`config.mk`:
```
export PLATFORM = sky130hd
export DESIGN_NAME = bin2bcd_seq
export DESIGN_NICKNAME = d
export VERILOG_FILES = /design/src/rtl/bin2bcd_pkg.sv /design/src/rtl/bin2bcd_seq_add3.sv /design/src/rtl/bin2bcd_seq.sv
export SDC_FILE = /design/constraint.sdc
export NUM_CORES = 1
export LEC_CHECK = 0
export ABC_CLOCK_PERIOD_IN_PS = 2200
export CAP_MARGIN = 5
export CORE_ASPECT_RATIO = 1.4
export CORE_UTILIZATION = 57
export DETAILED_ROUTE_END_ITERATION = 8
export GPL_TIMING_DRIVEN = 0
export PLACE_DENSITY = 0.85
export SLEW_MARGIN = 20
export SYNTH_ARGS = -nofsm -noshare
export SYNTH_HDL_FRONTEND = slang
export SYNTH_SLANG_ARGS = --single-unit
```
`constraint.sdc`:
```
create_clock -name i_clk -period 2.2 [get_ports i_clk]
set_input_delay 0.44 -clock i_clk [delete_from_list [all_inputs] [get_ports i_clk]]
set_output_delay 0.44 -clock i_clk [all_outputs]
set_load 0.02 [all_outputs]
```
`src/rtl/bin2bcd_pkg.sv`:
```
// Shared definitions for the sequential binary-to-BCD converter:
// FSM state codes, the blank display code and the digit-count helper.
package bin2bcd_pkg;

  localparam logic [1:0] IDLE  = 2'd0;
  localparam logic [1:0] SHIFT = 2'd1;
  localparam logic [1:0] DONE  = 2'd2;

  localparam logic [3:0] BCD_BLANK = 4'd10;

  // Decimal digits of 2^bin_w - 1 = floor(bin_w * log10(2)) + 1.
  function automatic int min_digits(input int bin_w);
    return (bin_w * 30103) / 100000 + 1;
  endfunction

endpackage

```
`src/rtl/bin2bcd_seq_add3.sv`:
```
// One double-dabble correction stage: a BCD digit of 5 or more gets 3 added
// so that the following left shift carries correctly into the next digit.
module bcd_add3_digit (
  input  logic [3:0] i_dig,
  output logic [3:0] o_dig
);

  assign o_dig = (i_dig >= 4'd5) ? i_dig + 4'd3 : i_dig;

endmodule

```
`src/rtl/bin2bcd_seq.sv`:
```
// Sequential double-dabble binary-to-BCD converter, one operand bit per clock,
// valid/ready on both sides. Define BIN2BCD_LZB_EN for leading-zero blanking on o_dec.
//
// state | meaning
// IDLE  | o_ready=1, waiting for an operand
// SHIFT | add-3 then shift, BIN_W cycles
// DONE  | result held on o_bcd, o_valid asserted, waiting for i_ready
module bin2bcd_seq
  import bin2bcd_pkg::*;
#(
  parameter int BIN_W = 16,
  parameter int DIG_N = 5,
  parameter int SEL_W = (DIG_N > 1) ? $clog2(DIG_N) : 1
) (
  input  logic               i_clk,
  input  logic               i_rst,
  input  logic [BIN_W-1:0]   i_bin,
  input  logic               i_valid,
  output logic               o_ready,
  output logic               o_valid,
  input  logic               i_ready,
  output logic [4*DIG_N-1:0] o_bcd,
  input  logic [SEL_W-1:0]   i_sel,
  output logic [3:0]         o_dec
);

  localparam int BCD_W = 4 * DIG_N;
  localparam int CNT_W = (BIN_W > 1) ? $clog2(BIN_W) : 1;

  generate
    if (BIN_W < 1) begin : g_bin_w_chk
      $error("bin2bcd_seq: BIN_W must be at least 1");
    end
    if (DIG_N < min_digits(BIN_W)) begin : g_dig_n_chk
      $error("bin2bcd_seq: DIG_N too small for BIN_W");
    end
  endgenerate

  logic [1:0]       state_q, state_d;
  logic [CNT_W-1:0] cnt_q, cnt_d;
  logic [BIN_W-1:0] bin_q, bin_d;
  logic [BCD_W-1:0] work_q, work_d;
  logic [BCD_W-1:0] bcd_q, bcd_d;
  logic [BCD_W-1:0] adj;
  logic             valid_q, valid_d;
  logic             ready_q, ready_d;
  int               sel_int;

  for (genvar g = 0; g < DIG_N; g++) begin : g_add3
    bcd_add3_digit u_add3 (
      .i_dig (work_q[4*g +: 4]),
      .o_dig (adj[4*g +: 4])
    );
  end

  always_comb begin
    state_d = state_q;
    cnt_d   = cnt_q;
    bin_d   = bin_q;
    work_d  = work_q;
    bcd_d   = bcd_q;
    case (state_q)
      IDLE: begin
        if (i_valid && ready_q) begin
          bin_d   = i_bin;
          work_d  = '0;
          cnt_d   = CNT_W'(BIN_W - 1);
          state_d = SHIFT;
        end
      end
      SHIFT: begin
        {work_d, bin_d} = {adj, bin_q} << 1;
        if (cnt_q == '0) begin
          bcd_d   = work_d;
          state_d = DONE;
        end else begin
          cnt_d = cnt_q - 1'b1;
        end
      end
      DONE: begin
        if (valid_q && i_ready) state_d = IDLE;
      end
      default: state_d = IDLE;
    endcase
    // o_valid follows the DONE state by one register stage
    valid_d = (state_q == DONE) && !(valid_q && i_ready);
    ready_d = (state_d == IDLE);
  end

  always_ff @(posedge i_clk) begin
    if (i_rst) begin
      state_q <= IDLE;
      cnt_q   <= '0;
      bin_q   <= '0;
      work_q  <= '0;
      bcd_q   <= '0;
      valid_q <= 1'b0;
      ready_q <= 1'b1;
    end else begin
      state_q <= state_d;
      cnt_q   <= cnt_d;
      bin_q   <= bin_d;
      work_q  <= work_d;
      bcd_q   <= bcd_d;
      valid_q <= valid_d;
      ready_q <= ready_d;
    end
  end

  always_comb begin
    sel_int = int'(i_sel);
    o_dec   = BCD_BLANK;
    for (int k = 0; k < DIG_N; k++) begin
      if (k == sel_int) o_dec = bcd_q[4*k +: 4];
    end
`ifdef BIN2BCD_LZB_EN
    begin : b_lzb
      logic upper_nz;
      upper_nz = 1'b0;
      for (int k = 0; k < DIG_N; k++) begin
        if (k >= sel_int && bcd_q[4*k +: 4] != 4'd0) upper_nz = 1'b1;
      end
      if (sel_int > 0 && !upper_nz) o_dec = BCD_BLANK;
    end
`endif
  end

  assign o_ready = ready_q;
  assign o_valid = valid_q;
  assign o_bcd   = bcd_q;

endmodule
```
==> results_dict.tcl <==
set metrics [dict create \
    status "finished clean" \
    crit_path_start "i_sel[1]" \
    clk_pin_slew_ns 0.06 \
    grt_util_met3_pct 7.330 \
    synth_top_area_share_pct 43.17 \
    rr_worst_depth 6 \
    grt_overflow 0 \
    critPathRequiredTime_ns 1.76 \
    grt_usage_pct 28.22 \
    fin_crit_sh_pct 95.64 \
    yosys_register_bits 64 \
    coreArea_mm2 0.004917 \
    grt_pass1_wl_mm 11.77 \
    fill_cells 376 \
    synth_xor_area_share_pct 1.476 \
    grt_max_degree 11 \
    synth_top_family_by_area "compound AO/OA/AOI/OAI gates" \
    cts_hold_buf 0 \
    dieArea_mm2 0.005504 \
    worstSetupPathType "input pin to primary output" \
    layout-drive-gt1-share_pct 10.31 \
    cp_max_fo 10 \
    cts_buffer_depth 2 \
    first_iter_violations 148 \
    routed_wirelength_mm 6.942 \
    syn_to_final_growth_pct 25.13 \
    worst-path-buf-inv 2 \
    syn_inst 327 \
    r2r-start "cnt_q[0]" \
    cts_tree "yes" \
    htree_levels 3 \
    fin_tns_setup_ns 0 \
    p_total_mw 2.949 \
    die_h_um 87.38 \
    wl_per_cell_um 15.36 \
    path_cells "clkbuf_1 > nor2b_1 > a22oi_1 > o22ai_1 > dlygate4sd2_1" \
    setup_viol 0 \
    max_clock_freq_mhz 475.3 \
    design.final.nets 417 \
    min_from "bin_q[13]" \
    clock_sinks 64 \
    max_slew_margin_pct 65.26 \
    skew_ns 0.007058 \
    rows 30 \
    drt_pass1_iterations 4 \
    place.gp.congestion 0.7652 \
    antenna_cells 0 \
    final_common_cell "dfxtp_1" \
    place_ws_ns -0.4118 \
    start_util_pct 60.36 \
    ios 49 \
    max-vdd-ir-drop_v 0.0009008 \
    vias 2638 \
    top_usage_layer "met2" \
    dieWidth_um 62.99 \
    cts_buffers 9 \
    place.detailed.hpwl_mm 4.951 \
    clk_latency_ns 0.34 \
    met1_usage_pct 30.11 \
    post-route-drc-count 0 \
    synth-simple-area-share_pct 17.41 \
    netlist_area_mm2 0.002968 \
    startpoint_type "input pin" \
    rsz0062_at_grt "false" \
    max_slew.worst_pin.slew_ns 0.5210 \
    yosys_warnings 0 \
    hold_ws_ns 0.4798 \
    critical-path-top-delay-family "buffers and inverters" \
    syn_nets 361 \
    critPathSlowestCell "dlygate4sd2_1" \
    antenna_found_initial 0 \
    report.final.hold_viol_count 0 \
    r2r-end "cnt_q[3]" \
    via_per_inst 5.836 \
    synth_top_area_cell "dfxtp_1" \
    use_met2_pct 51.12 \
    ys_types 38 \
    hold_path.class "flop to flop" \
    muxShareOfSynthArea_pct 4.384 \
    avgSynthCellArea_um2 9.076 \
    cp.depth 5 \
    grt_pass1_vias 2598 \
    ant_nets 0 \
    cap_violations 0 \
    synth_area_leaders "dfxtp_1, o2bb2ai_1, a311oi_1" \
    period_needed_ns 2.104 \
    p_per_area_mw_per_mm2 794.1 \
    max_stage_delay_ns 0.36 \
    layout_setup_ws_ns 0.09588 \
    crit_arrival_ns 1.66 \
    slew_violations 0 \
    numPortBuffers 45 \
    p_leak_nw 1.361 \
    synth-compound-area-share_pct 23.52 \
    ff2ff_setup_slack_ns 0.48 \
    hold_depth 2 \
    yosysSeqAreaShare_pct 43.17 \
    worstHoldEndpoint "bin_q[14]" \
    final_cell_mix "dfxtp_1, clkdlybuf4s50_1, nand2_1, nor2_1, a21oi_1" \
    clock-root-buffer "clkbuf_8" \
    end_kind "primary output" \
    synthAdderAreaFrac_pct 4.637 \
]
[how the worst max path moves through the flow]
stage / endpoint
after floorplan: o_dec[0]
after CTS: o_dec[1]
after global routing: o_dec[0]
after detailed placement: o_dec[0]
after global placement: o_dec[2]
final: o_dec[0]
[final cells by class]
type                    count  area, µm²  area share (%)
multi-input cells         228       1529           41.17
repair buffers             45      446.7           12.03
plain buffers              21      110.1           2.965
clock buffers              13      148.9           4.009
flip-flops and latches     64       1281           34.50
clock inverters             3      65.06           1.752
well taps                  64      80.08           2.156
inverters                  14      52.55           1.415
[flip-flops by register name (all words and copies together), names as in the netlist]
register  flops
cnt_q         4
o_ready       1
o_valid       1
state_q       2
bin_q        16
work_q       20
o_bcd        20
[layer usage]
| metal | vias up | part of all wire (%) |
|---|---|---|
| met2 | 71 | 54 |
| met3 | 15 | 3.2 |
| li1 | 1285 | - |
| met4 | 0 | 2.3 |
| met5 | - | 0 |
| met1 | 1267 | 40 |
[cells by family (layout without fill, tap and decap cells)]
family	Yosys count	in the layout
adder cells (fa/ha/maj)	11	11
AO/OA/AOI/OAI	95	95
buffers and inverters	35	96
AND/OR/NAND/NOR	107	107
flip-flops	64	64
multiplexers	10	10
XOR/XNOR	5	5
[synth_stat cells (all sizes together)]
cell type / n
nand4: 1
a211oi: 4
xnor2: 5
nor3: 7
o2bb2ai: 20
a22oi: 4
a22o: 12
o21ai: 8
dfxtp: 64
ha: 11
or2: 1
a21o: 1
a21oi: 24
o211ai: 1
a31oi: 2
mux2: 4
buf: 15
nor3b: 9
nor2: 33
nor2b: 4
mux2i: 4
nand3: 5
o22ai: 2
mux4: 2
a211o: 1
and2: 3
inv: 14
nand2: 36
nand2b: 8
clkbuf: 6
a311oi: 16
[power breakdown]
part	internal [mW]	switching (mW)
registers	1.25	0.0704
clock network	0.669	0.421
logic	0.213	0.326
[metrics by stage]
step,area (µm²),utilization [%],cells
after global placement,3498,71.15,436
after global routing,3714,75.52,452
after CTS,3709,75.42,452
after detailed placement,3498,71.15,436
after floorplan,2968,-,327
final,3714,75.52,452
[worst reg2reg max path, delay by kind of cell (launching register included)]
kind | cells | cell delay [ns]
buffers and inverters | 1 | 0.06
AND/OR/NAND/NOR | 1 | 0.20
adder cells (fa/ha/maj) | 1 | 0.22
flip-flops | 1 | 0.38
AO/OA/AOI/OAI | 3 | 0.77
[what timing repair did]
action	CTS	global route
buffers inserted	0	0
setup endpoints to repair	4	2
pin swaps	0	0
gates resized for setup	7	2
(Power assumes the default switching activity.)
